--- config.mk ---
export PLATFORM = sky130hd
export DESIGN_NAME = hazard_tracker_flat
export DESIGN_NICKNAME = d
export VERILOG_FILES = /design/src/rtl/hazard_tracker_pkg.sv /design/src/rtl/hazard_tracker_if.sv /design/src/rtl/hazard_tracker_stage_reg.sv /design/src/rtl/hazard_tracker.sv /design/src/flat_wrapper.sv
export SDC_FILE = /design/constraint.sdc
export NUM_CORES = 1
export LEC_CHECK = 0
export BUFFER_PORTS_ARGS = -buffer_cell sky130_fd_sc_hd__buf_2
export CAP_MARGIN = 20
export CELL_PAD_IN_SITES_DETAIL_PLACEMENT = 0
export CELL_PAD_IN_SITES_GLOBAL_PLACEMENT = 1
export CORE_AREA = 2 2 74 76
export DETAILED_ROUTE_END_ITERATION = 6
export DIE_AREA = 0 0 76 78
export GPL_TIMING_DRIVEN = 0
export PLACE_DENSITY_LB_ADDON = 0.1
export SLEW_MARGIN = 20
export SYNTH_ARGS = -nofsm -noshare
export SYNTH_HDL_FRONTEND = slang
export SYNTH_SLANG_ARGS = --single-unit
--- constraint.sdc ---
create_clock -name clk -period 1.75 [get_ports clk]
set_clock_uncertainty 0.15 [all_clocks]
set_input_delay 0.0875 -clock clk [delete_from_list [all_inputs] [get_ports clk]]
set_output_delay 0.0875 -clock clk [all_outputs]
set_load 0.02 [all_outputs]
--- src/rtl/hazard_tracker_pkg.sv ---
// Shared hazard definitions: forward-select codes, stage-record layout and the
// match/stall/select rules used by the tracker, the decoder and the datapath muxes.
package hazard_tracker_pkg;

   localparam int REG_AW = 5;
   localparam int TW     = 2;

   localparam logic [1:0] FWD_NONE = 2'd0;
   localparam logic [1:0] FWD_W    = 2'd1;
   localparam logic [1:0] FWD_M    = 2'd2;
   localparam logic [1:0] FWD_E    = 2'd3;

   typedef logic [REG_AW-1:0] reg_addr_t;
   typedef logic [TW-1:0]     tcnt_t;

   localparam tcnt_t TUSE_NEVER = tcnt_t'(3);

   typedef struct packed {
      reg_addr_t a3;
      tcnt_t     tnew;
   } stage_rec_t;

   function automatic tcnt_t sat_dec(tcnt_t x);
      tcnt_t y;
      y = (x == '0) ? '0 : x - 1'b1;
      return y;
   endfunction

   // $0 is hard-wired, so a record writing it never matches anything.
   function automatic logic rec_match(stage_rec_t s, reg_addr_t r);
      return (s.a3 != '0) && (s.a3 == r);
   endfunction

   function automatic logic hz(stage_rec_t e, stage_rec_t m, reg_addr_t r, tcnt_t tu);
      return (rec_match(e, r) && (tu < e.tnew)) || (rec_match(m, r) && (tu < m.tnew));
   endfunction

   // Nearest matching stage decides; a not-yet-ready younger write yields FWD_NONE
   // rather than letting an older, stale value through.
   function automatic logic [1:0] fwd_d_sel(stage_rec_t e, stage_rec_t m, stage_rec_t w,
                                            reg_addr_t r);
      logic [1:0] sel;
      sel = FWD_NONE;
      if (rec_match(e, r))      sel = (e.tnew == '0) ? FWD_E : FWD_NONE;
      else if (rec_match(m, r)) sel = (m.tnew == '0) ? FWD_M : FWD_NONE;
      else if (rec_match(w, r)) sel = FWD_W;
      return sel;
   endfunction

   function automatic logic [1:0] fwd_e_sel(stage_rec_t m, stage_rec_t w, reg_addr_t r);
      logic [1:0] sel;
      sel = FWD_NONE;
      if (rec_match(m, r))      sel = (m.tnew == '0) ? FWD_M : FWD_NONE;
      else if (rec_match(w, r)) sel = FWD_W;
      return sel;
   endfunction

endpackage

--- src/rtl/hazard_tracker_if.sv ---
// D-stage decode fields in, stall and forward selects out.
// master = decoder/pipeline side, slave = hazard tracker.
interface hazard_tracker_if;
   import hazard_tracker_pkg::*;

   logic       d_valid;
   reg_addr_t  d_rs;
   reg_addr_t  d_rt;
   tcnt_t      d_tuse_rs;
   tcnt_t      d_tuse_rt;
   tcnt_t      d_tnew;
   reg_addr_t  d_a3;
   logic       stall;
   logic [1:0] fwd_d_rs;
   logic [1:0] fwd_d_rt;
   logic [1:0] fwd_e_rs;
   logic [1:0] fwd_e_rt;

   modport master (
      output d_valid, d_rs, d_rt, d_tuse_rs, d_tuse_rt, d_tnew, d_a3,
      input  stall, fwd_d_rs, fwd_d_rt, fwd_e_rs, fwd_e_rt
   );

   modport slave (
      input  d_valid, d_rs, d_rt, d_tuse_rs, d_tuse_rt, d_tnew, d_a3,
      output stall, fwd_d_rs, fwd_d_rt, fwd_e_rs, fwd_e_rt
   );

endinterface

--- src/rtl/hazard_tracker_stage_reg.sv ---
// One pipeline-stage write record (a3, tnew); loads every edge, optionally
// decrementing tnew with saturation, or loads an all-zero bubble.
module hazard_stage_reg
   import hazard_tracker_pkg::*;
(
   input  logic       clk,
   input  logic       reset,
   input  logic       bubble_i,
   input  logic       dec_i,
   input  stage_rec_t rec_i,
   output stage_rec_t rec_o
);

   stage_rec_t rec_d;
   stage_rec_t rec_q;

   always_comb begin
      rec_d = rec_i;
      if (dec_i) rec_d.tnew = sat_dec(rec_i.tnew);
      if (bubble_i) rec_d = '0;
   end

   always_ff @(posedge clk) begin
      if (reset) rec_q <= '0;
      else       rec_q <= rec_d;
   end

   assign rec_o = rec_q;

endmodule

--- src/rtl/hazard_tracker.sv ---
// E/M/W pending-write bookkeeping: combinational D-stage stall and D/E forward
// selects, one-cycle record update. HAZARD_STATS_EN adds a saturating stall counter.
module hazard_tracker
   import hazard_tracker_pkg::*;
(
   input  logic         clk,
   input  logic         reset,
   hazard_tracker_if.slave hz_if
`ifdef HAZARD_STATS_EN
   ,
   output logic [31:0]  stall_cnt
`endif
);

   stage_rec_t e_rec, m_rec, w_rec;
   stage_rec_t d_rec;
   reg_addr_t  e_rs_q, e_rs_d;
   reg_addr_t  e_rt_q, e_rt_d;
   logic       stall;
   logic       e_bubble;
   logic       unused_w_tnew;

   assign d_rec    = '{a3: hz_if.d_a3, tnew: hz_if.d_tnew};
   assign stall    = hz_if.d_valid && (hz(e_rec, m_rec, hz_if.d_rs, hz_if.d_tuse_rs) ||
                                       hz(e_rec, m_rec, hz_if.d_rt, hz_if.d_tuse_rt));
   assign e_bubble = stall || !hz_if.d_valid;

   hazard_stage_reg u_e (
      .clk(clk), .reset(reset), .bubble_i(e_bubble), .dec_i(1'b0), .rec_i(d_rec), .rec_o(e_rec)
   );
   hazard_stage_reg u_m (
      .clk(clk), .reset(reset), .bubble_i(1'b0), .dec_i(1'b1), .rec_i(e_rec), .rec_o(m_rec)
   );
   hazard_stage_reg u_w (
      .clk(clk), .reset(reset), .bubble_i(1'b0), .dec_i(1'b1), .rec_i(m_rec), .rec_o(w_rec)
   );

   // Source operands of the E instruction, needed for the E-stage selects.
   always_comb begin
      e_rs_d = e_bubble ? '0 : hz_if.d_rs;
      e_rt_d = e_bubble ? '0 : hz_if.d_rt;
   end

   always_ff @(posedge clk) begin
      if (reset) begin
         e_rs_q <= '0;
         e_rt_q <= '0;
      end else begin
         e_rs_q <= e_rs_d;
         e_rt_q <= e_rt_d;
      end
   end

   // A W-stage record is always ready, so its tnew never feeds a decision.
   assign unused_w_tnew = ^w_rec.tnew;

   assign hz_if.stall    = stall;
   assign hz_if.fwd_d_rs = fwd_d_sel(e_rec, m_rec, w_rec, hz_if.d_rs);
   assign hz_if.fwd_d_rt = fwd_d_sel(e_rec, m_rec, w_rec, hz_if.d_rt);
   assign hz_if.fwd_e_rs = fwd_e_sel(m_rec, w_rec, e_rs_q);
   assign hz_if.fwd_e_rt = fwd_e_sel(m_rec, w_rec, e_rt_q);

`ifdef HAZARD_STATS_EN
   logic [31:0] stall_cnt_q, stall_cnt_d;

   always_comb begin
      stall_cnt_d = stall_cnt_q;
      if (stall && (stall_cnt_q != 32'hFFFF_FFFF)) stall_cnt_d = stall_cnt_q + 32'd1;
   end

   always_ff @(posedge clk) begin
      if (reset) stall_cnt_q <= '0;
      else       stall_cnt_q <= stall_cnt_d;
   end

   assign stall_cnt = stall_cnt_q;
`endif

endmodule
--- src/flat_wrapper.sv ---
// flat-port wrapper written by rule: the top's interface ports become plain ports
module hazard_tracker_flat import hazard_tracker_pkg::*;
  (clk, reset, hz_if_d_valid, hz_if_d_rs, hz_if_d_rt, hz_if_d_tuse_rs, hz_if_d_tuse_rt, hz_if_d_tnew, hz_if_d_a3, hz_if_stall, hz_if_fwd_d_rs, hz_if_fwd_d_rt, hz_if_fwd_e_rs, hz_if_fwd_e_rt);
  hazard_tracker_if hz_if_i ();
  input  logic clk;
  input  logic reset;
  input wire logic [$bits(hz_if_i.d_valid)-1:0] hz_if_d_valid;
  input wire logic [$bits(hz_if_i.d_rs)-1:0] hz_if_d_rs;
  input wire logic [$bits(hz_if_i.d_rt)-1:0] hz_if_d_rt;
  input wire logic [$bits(hz_if_i.d_tuse_rs)-1:0] hz_if_d_tuse_rs;
  input wire logic [$bits(hz_if_i.d_tuse_rt)-1:0] hz_if_d_tuse_rt;
  input wire logic [$bits(hz_if_i.d_tnew)-1:0] hz_if_d_tnew;
  input wire logic [$bits(hz_if_i.d_a3)-1:0] hz_if_d_a3;
  output wire logic [$bits(hz_if_i.stall)-1:0] hz_if_stall;
  output wire logic [$bits(hz_if_i.fwd_d_rs)-1:0] hz_if_fwd_d_rs;
  output wire logic [$bits(hz_if_i.fwd_d_rt)-1:0] hz_if_fwd_d_rt;
  output wire logic [$bits(hz_if_i.fwd_e_rs)-1:0] hz_if_fwd_e_rs;
  output wire logic [$bits(hz_if_i.fwd_e_rt)-1:0] hz_if_fwd_e_rt;
  assign hz_if_i.d_valid = hz_if_d_valid;
  assign hz_if_i.d_rs = hz_if_d_rs;
  assign hz_if_i.d_rt = hz_if_d_rt;
  assign hz_if_i.d_tuse_rs = hz_if_d_tuse_rs;
  assign hz_if_i.d_tuse_rt = hz_if_d_tuse_rt;
  assign hz_if_i.d_tnew = hz_if_d_tnew;
  assign hz_if_i.d_a3 = hz_if_d_a3;
  assign hz_if_stall = hz_if_i.stall;
  assign hz_if_fwd_d_rs = hz_if_i.fwd_d_rs;
  assign hz_if_fwd_d_rt = hz_if_i.fwd_d_rt;
  assign hz_if_fwd_e_rs = hz_if_i.fwd_e_rs;
  assign hz_if_fwd_e_rt = hz_if_i.fwd_e_rt;
  hazard_tracker u_core (.clk(clk), .reset(reset), .hz_if(hz_if_i));
endmodule
# ---- Word level (Yosys, flattened, before mapping)
# Cells that the tools add are included.
# W data, S select, Z words.
dict set report op_classes {
  add_sub_neg 1
  mul 0
  div_mod_pow 0
  magnitude_cmp 4
  n_eq_ne 10
  shifts 0
  n_mux 12
  n_bitwise 0
  n_reduce_logical 27
}
# operator count
set op_table {}
lappend op_table {{$eq A5 B5 Y1} 10}
lappend op_table {{$mux W2} 8}
lappend op_table {{$logic_and A1 B1 Y1} 15}
lappend op_table {{$reduce_bool A5 Y1} 3}
lappend op_table {{$lt A2 B2 Y1} 4}
lappend op_table {{$logic_not A2 Y1} 2}
lappend op_table {{$logic_or A1 B1 Y1} 4}
lappend op_table {{$mux W1} 4}
lappend op_table {{$reduce_or A2 Y1} 2}
lappend op_table {{$sub A2 B1 Y2 const B} 1}
lappend op_table {{$logic_not A1 Y1} 1}
dict set report word_totals {
  regBits 29
  latch_bits 0
  mem_bits_rw 0
  romBits 0
  output_inout_bits 9
  elab_cells 61
  memories 0
}

# ---- Logic depth before layout (Yosys ltp)
dict set report logic_depth {
  depth_word 8
  ltp_mapped 6
}

# ---- Hierarchy
# From an unflattened synthesis, not the netlist that was laid out.
dict set report hier_totals {
  hier_cells 206
  hier_area_um2 1861.8
}
# module n_inst cells_per_inst area_per_inst_um2 seq_area_each_um2
set by_module_without_submodules {}
lappend by_module_without_submodules {hazard_tracker 1 152 1201.2 200.2}
lappend by_module_without_submodules {hazard_stage_reg 3 18 220.2 140.1}

# ---- Least setup slack after synthesis
# OpenSTA, ideal clock, no wires.
dict set report synth_timing {
  path_type {register to output}
  start {register u_core.u_m.rec_q (netlist bit u_core.u_m.rec_o[2])}
  end {output port hz_if_fwd_e_rs[0]}
  arrival_ps 1885
  required_time_ps 1512
  setup_slack_ps -372
  stages_incl_launch_ff 6
  n_path_buf 1
  cell_sequence {dfxtp_1 > buf_6 > or4_4 > nor2_1 > nor4_1 > nor4_1}
}
dict set report synth_between {
  elab_chain_len 3
}
# item line_no
set synth_lines {}
lappend synth_lines {{start, declared} hazard_tracker_stage_reg.sv:15} ;# stage_rec_t rec_q;
lappend synth_lines {{start signal, assigned} hazard_tracker_stage_reg.sv:25} ;# else rec_q <= rec_d;
lappend synth_lines {{$eq A5 B5 Y1 / $reduce_bool A5 Y1 (equally long branches)} hazard_tracker_pkg.sv:31} ;# return (s.a3 != '0) && (s.a3 == r);
lappend synth_lines {{$logic_and A1 B1 Y1 (*)} hazard_tracker_pkg.sv:31}
lappend synth_lines {{$mux W2 (*)} hazard_tracker_pkg.sv:53} ;# if (rec_match(m, r)) sel = (m.tnew == '0) ? FWD_M : FWD_NONE;
lappend synth_lines {{end, declared} flat_wrapper.sv:17} ;# output wire logic [$bits(hz_if_i.fwd_e_rs)-1:0] hz_if_fwd_e_rs;
# Mark *: on every way between the ends. The rest lies on a longest branch, timed or not.

# ---- Worst setup path after layout
dict set report layout_timing {
  start {register u_core.u_m.rec_q (netlist bit u_core.u_m.rec_o[5])}
  end {output port hz_if_fwd_d_rt[1]}
}
dict set report layout_between {
  elab_chain_len 4
}
# item line_no
set layout_lines {}
lappend layout_lines {{$eq A5 B5 Y1 / $reduce_bool A5 Y1 (equally long branches)} hazard_tracker_pkg.sv:31}
lappend layout_lines {{$logic_and A1 B1 Y1 (*)} hazard_tracker_pkg.sv:31}
lappend layout_lines {{$mux W2 (*)} hazard_tracker_pkg.sv:45} ;# else if (rec_match(m, r)) sel = (m.tnew == '0) ? FWD_M : FWD_NONE;
lappend layout_lines {{$mux W2 (*)} hazard_tracker_pkg.sv:44} ;# if (rec_match(e, r)) sel = (e.tnew == '0) ? FWD_E : FWD_NONE;
lappend layout_lines {{end, declared} flat_wrapper.sv:16} ;# output wire logic [$bits(hz_if_i.fwd_d_rt)-1:0] hz_if_fwd_d_rt;
# Marks and branches as above.

==> impl_metrics.ini <==
[routing]
viasPerCell = 5.309
routed_wl_um = 6105
postRouteAntennaNets = 0
vias = 1821
drtIter0Drc = 73
dr.pass1.iters = 4
drc = 0
wl_per_cell_um = 17.80

[grt]
grt_pass1_wl_um = 9377
grt_util_all_layers_pct = 20.43
grt_pass1_vias = 1722
overflow = 0
antenna_found_initial = 0
grt_max_degree = 11

[power_and_ir_drop]
swShare_pct = 26.37
cellLeakagePower_nw = 1.112
ir_worst_vdd_mv = 0.5860
internal_power_w = 0.001452
combPwrFrac_pct = 21.8
pwr-share-seq_pct = 36.1
clkPwrFrac_pct = 42.1
power_density_nw_per_um2 = 642.8
power_switching_w = 0.0005200

[place]
portBuffers = 32
dp_hpwl_um = 3987
place.gp.congestion = 0.8008
post_dp_cell_area_um2 = 2271

[synthesis]
synthTopCellsByArea = dfxtp_1 30%, xnor2_1 16%, o311ai_0 7.6%, nor4_2 6.4%, xor2_1 6.3%
ys_seq_area_share_pct = 29.61
ys_async_sr_fraction_pct = 0
synth_top_area_share_pct = 29.61
avgSynthCellArea_um2 = 9.706
syn_inst = 202
synth_flop_cell = dfxtp_1
synth_edf_count = 0
yosysUniqueCellTypes = 32
synth_top_cell_by_area = dfxtp_1
netlist_area_um2 = 1961
synth_nets = 231
ys_warn_count = 0
yosys_register_bits = 29

[timing]
fin_setup_tns_ns = -10.85
fmax_mhz = 428.5
post-route-period-util_pct = 133.4
rsz0062_at_grt = yes
worst_slack_ns = -0.5837
finalCriticalPeriod_ns = 2.334
slew_viol_final = 0
worst_pin_slew_ns = 0.5683
setup_violations = 26
hold_violations = 0
max_slew_margin_pct = 62.11

[worst_hold_path]
holdPathStages = 3
hp-class = input pin to flip-flop
holdPathEnd = u_core.e_rt_q[3]
hold_path_startpoint = hz_if_d_rt[3]

[final_layout]
post-route-util_pct = 60.84
final_cell_area_um2 = 3068
area_growth_pct = 56.48
nets = 301
drive_above_1_share_pct = 44.69
antenna_cells = 0
final_common_cell = xnor2_1
layout_common_cells = 34 x xnor2_1, 24 x buf_2, 21 x dfxtp_1

[outcome]
status = finished with violations
violations = setup timing

[critical_path]
worstReg2RegEnd = u_core.e_rt_q[4]
reg2reg_depth = 7
crit_required_ns = 1.51
arrival_ns = 2.10
critPathMaxFanout = 3
reg2reg_from = u_core.u_m.rec_o[5]
r2r_setup_slack_ns = -0.45
end_kind = output pin
criticalPathCategory = flip-flop to output pin
worstSetupStartpointType = flip-flop

[clock_tree]
h-tree-depth = 2
numCtsBuffers = 5
clockBufferDepth = 2
cts-root-buf = clkbuf_8
insertion_delay_ns = 0.28
cts_tree = built
cts_sinks = 29
clkSlewWorstSetupHoldPaths_ns = 0.06

[die]
start_util_pct = 38.88
rows = 26
die_h_um = 78
die_x_um = 76
core_um2 = 5042
die-area_um2 = 5928
io_pins = 33

[flow_run]
drv_cap = 0
[worst max-delay path: stages, from the launching register on]
cell and delay (ns):
dfxtp_4 0.35, or4_4 0.58, o211ai_4 0.21, buf_6 0.15, buf_6 0.09, nor4_2 0.03, mux2_4 0.29, buf_6 0.13
[state kept, by name (all words and copies together) (netlist names)]
signal            cells
u_core.e_rs_q         5
u_core.u_m.rec_o      7
u_core.u_w.rec_o      5
u_core.e_rt_q         5
u_core.u_e.rec_o      7
[cell usage after synthesis, drive strengths merged, types with 3 or more instances]
master / n
xnor2: 36
buf: 11
o311ai: 17
inv: 3
dfxtp: 29
nor2b: 11
nor2: 4
clkbuf: 9
nor4: 23
nand3: 6
nor3: 6
xor2: 14
o211ai: 4
nand4: 4
ha: 5
[what timing repair did]
item,in CTS,in global routing
hold buffers,12,0
buffers inserted,13,10
setup endpoints to repair,26,26
gates resized for setup,47,43
cloned,0,1
hold endpoints to repair,13,0
pin swaps,7,13
[power groups by stage]
stage	Clock [W]	Sequential (W)	Combinational, W
5_1_grt	0.000879	0.000714	0.000463
4_1_cts	0.000836	0.000711	0.000397
3_3_place_gp	0	0.000724	0.000312
2_1_floorplan	0	0.000717	0.000217
3_5_place_dp	0	0.000723	0.000314
6_report	0.000830	0.000711	0.000430
[worst max-delay path by stage]
stage                              from                 to  cells past startpoint
global route        u_core.u_m.rec_o[5]        hz_if_stall                      5
global placement    u_core.u_e.rec_o[5]   u_core.e_rt_q[2]                      5
detailed placement  u_core.u_e.rec_o[5]   u_core.e_rt_q[2]                      5
floorplan           u_core.u_m.rec_o[2]        hz_if_stall                      6
finish              u_core.u_m.rec_o[5]  hz_if_fwd_d_rt[1]                      7
CTS                 u_core.u_m.rec_o[5]  hz_if_fwd_d_rt[1]                      7
[through the flow]
stage	hold WS, ns	total power, W	instances	setup WS, ns
global placement	0.1733	0.001036	304	-0.5863
detailed placement	0.1759	0.001038	304	-0.5918
CTS	0.001631	0.001945	333	-0.6028
floorplan	0.009111	0.0009335	202	-0.2923
global route	0.01771	0.002056	343	-0.6406
finish	0.002958	0.001972	343	-0.5837
[cells by family after synthesis]
group	after synthesis	synth area share, %
AND/OR/NAND/NOR	63	23.42
XOR/XNOR	50	22.34
AO/OA/AOI/OAI	30	14.55
flip-flops	29	29.61
buffers and inverters	23	5.744
adder cells (fa/ha/maj)	5	3.191
multiplexers	2	1.149
[metal layers]
layer	GRT usage (%)	wire [µm]	share of wire, %	up-vias
li1	-	-	-	892
met1	27.73	2867	47	883
met2	33.13	2939	48	34
met3	3.488	163	2.7	12
met4	6.545	133	2.2	0
met5	0	0	0	-
[cell type report]
type	instances	area, µm²
clock buffers	5	68.82
plain buffers	16	120.1
well taps	70	87.58
inverters	3	11.26
multi-input cells	150	1582
flip-flops and latches	29	598.1
repair buffers	67	535.5
clock inverters	3	65.06
fillers	421	1974
No activity file was read; power rests on OpenSTA's default activity.
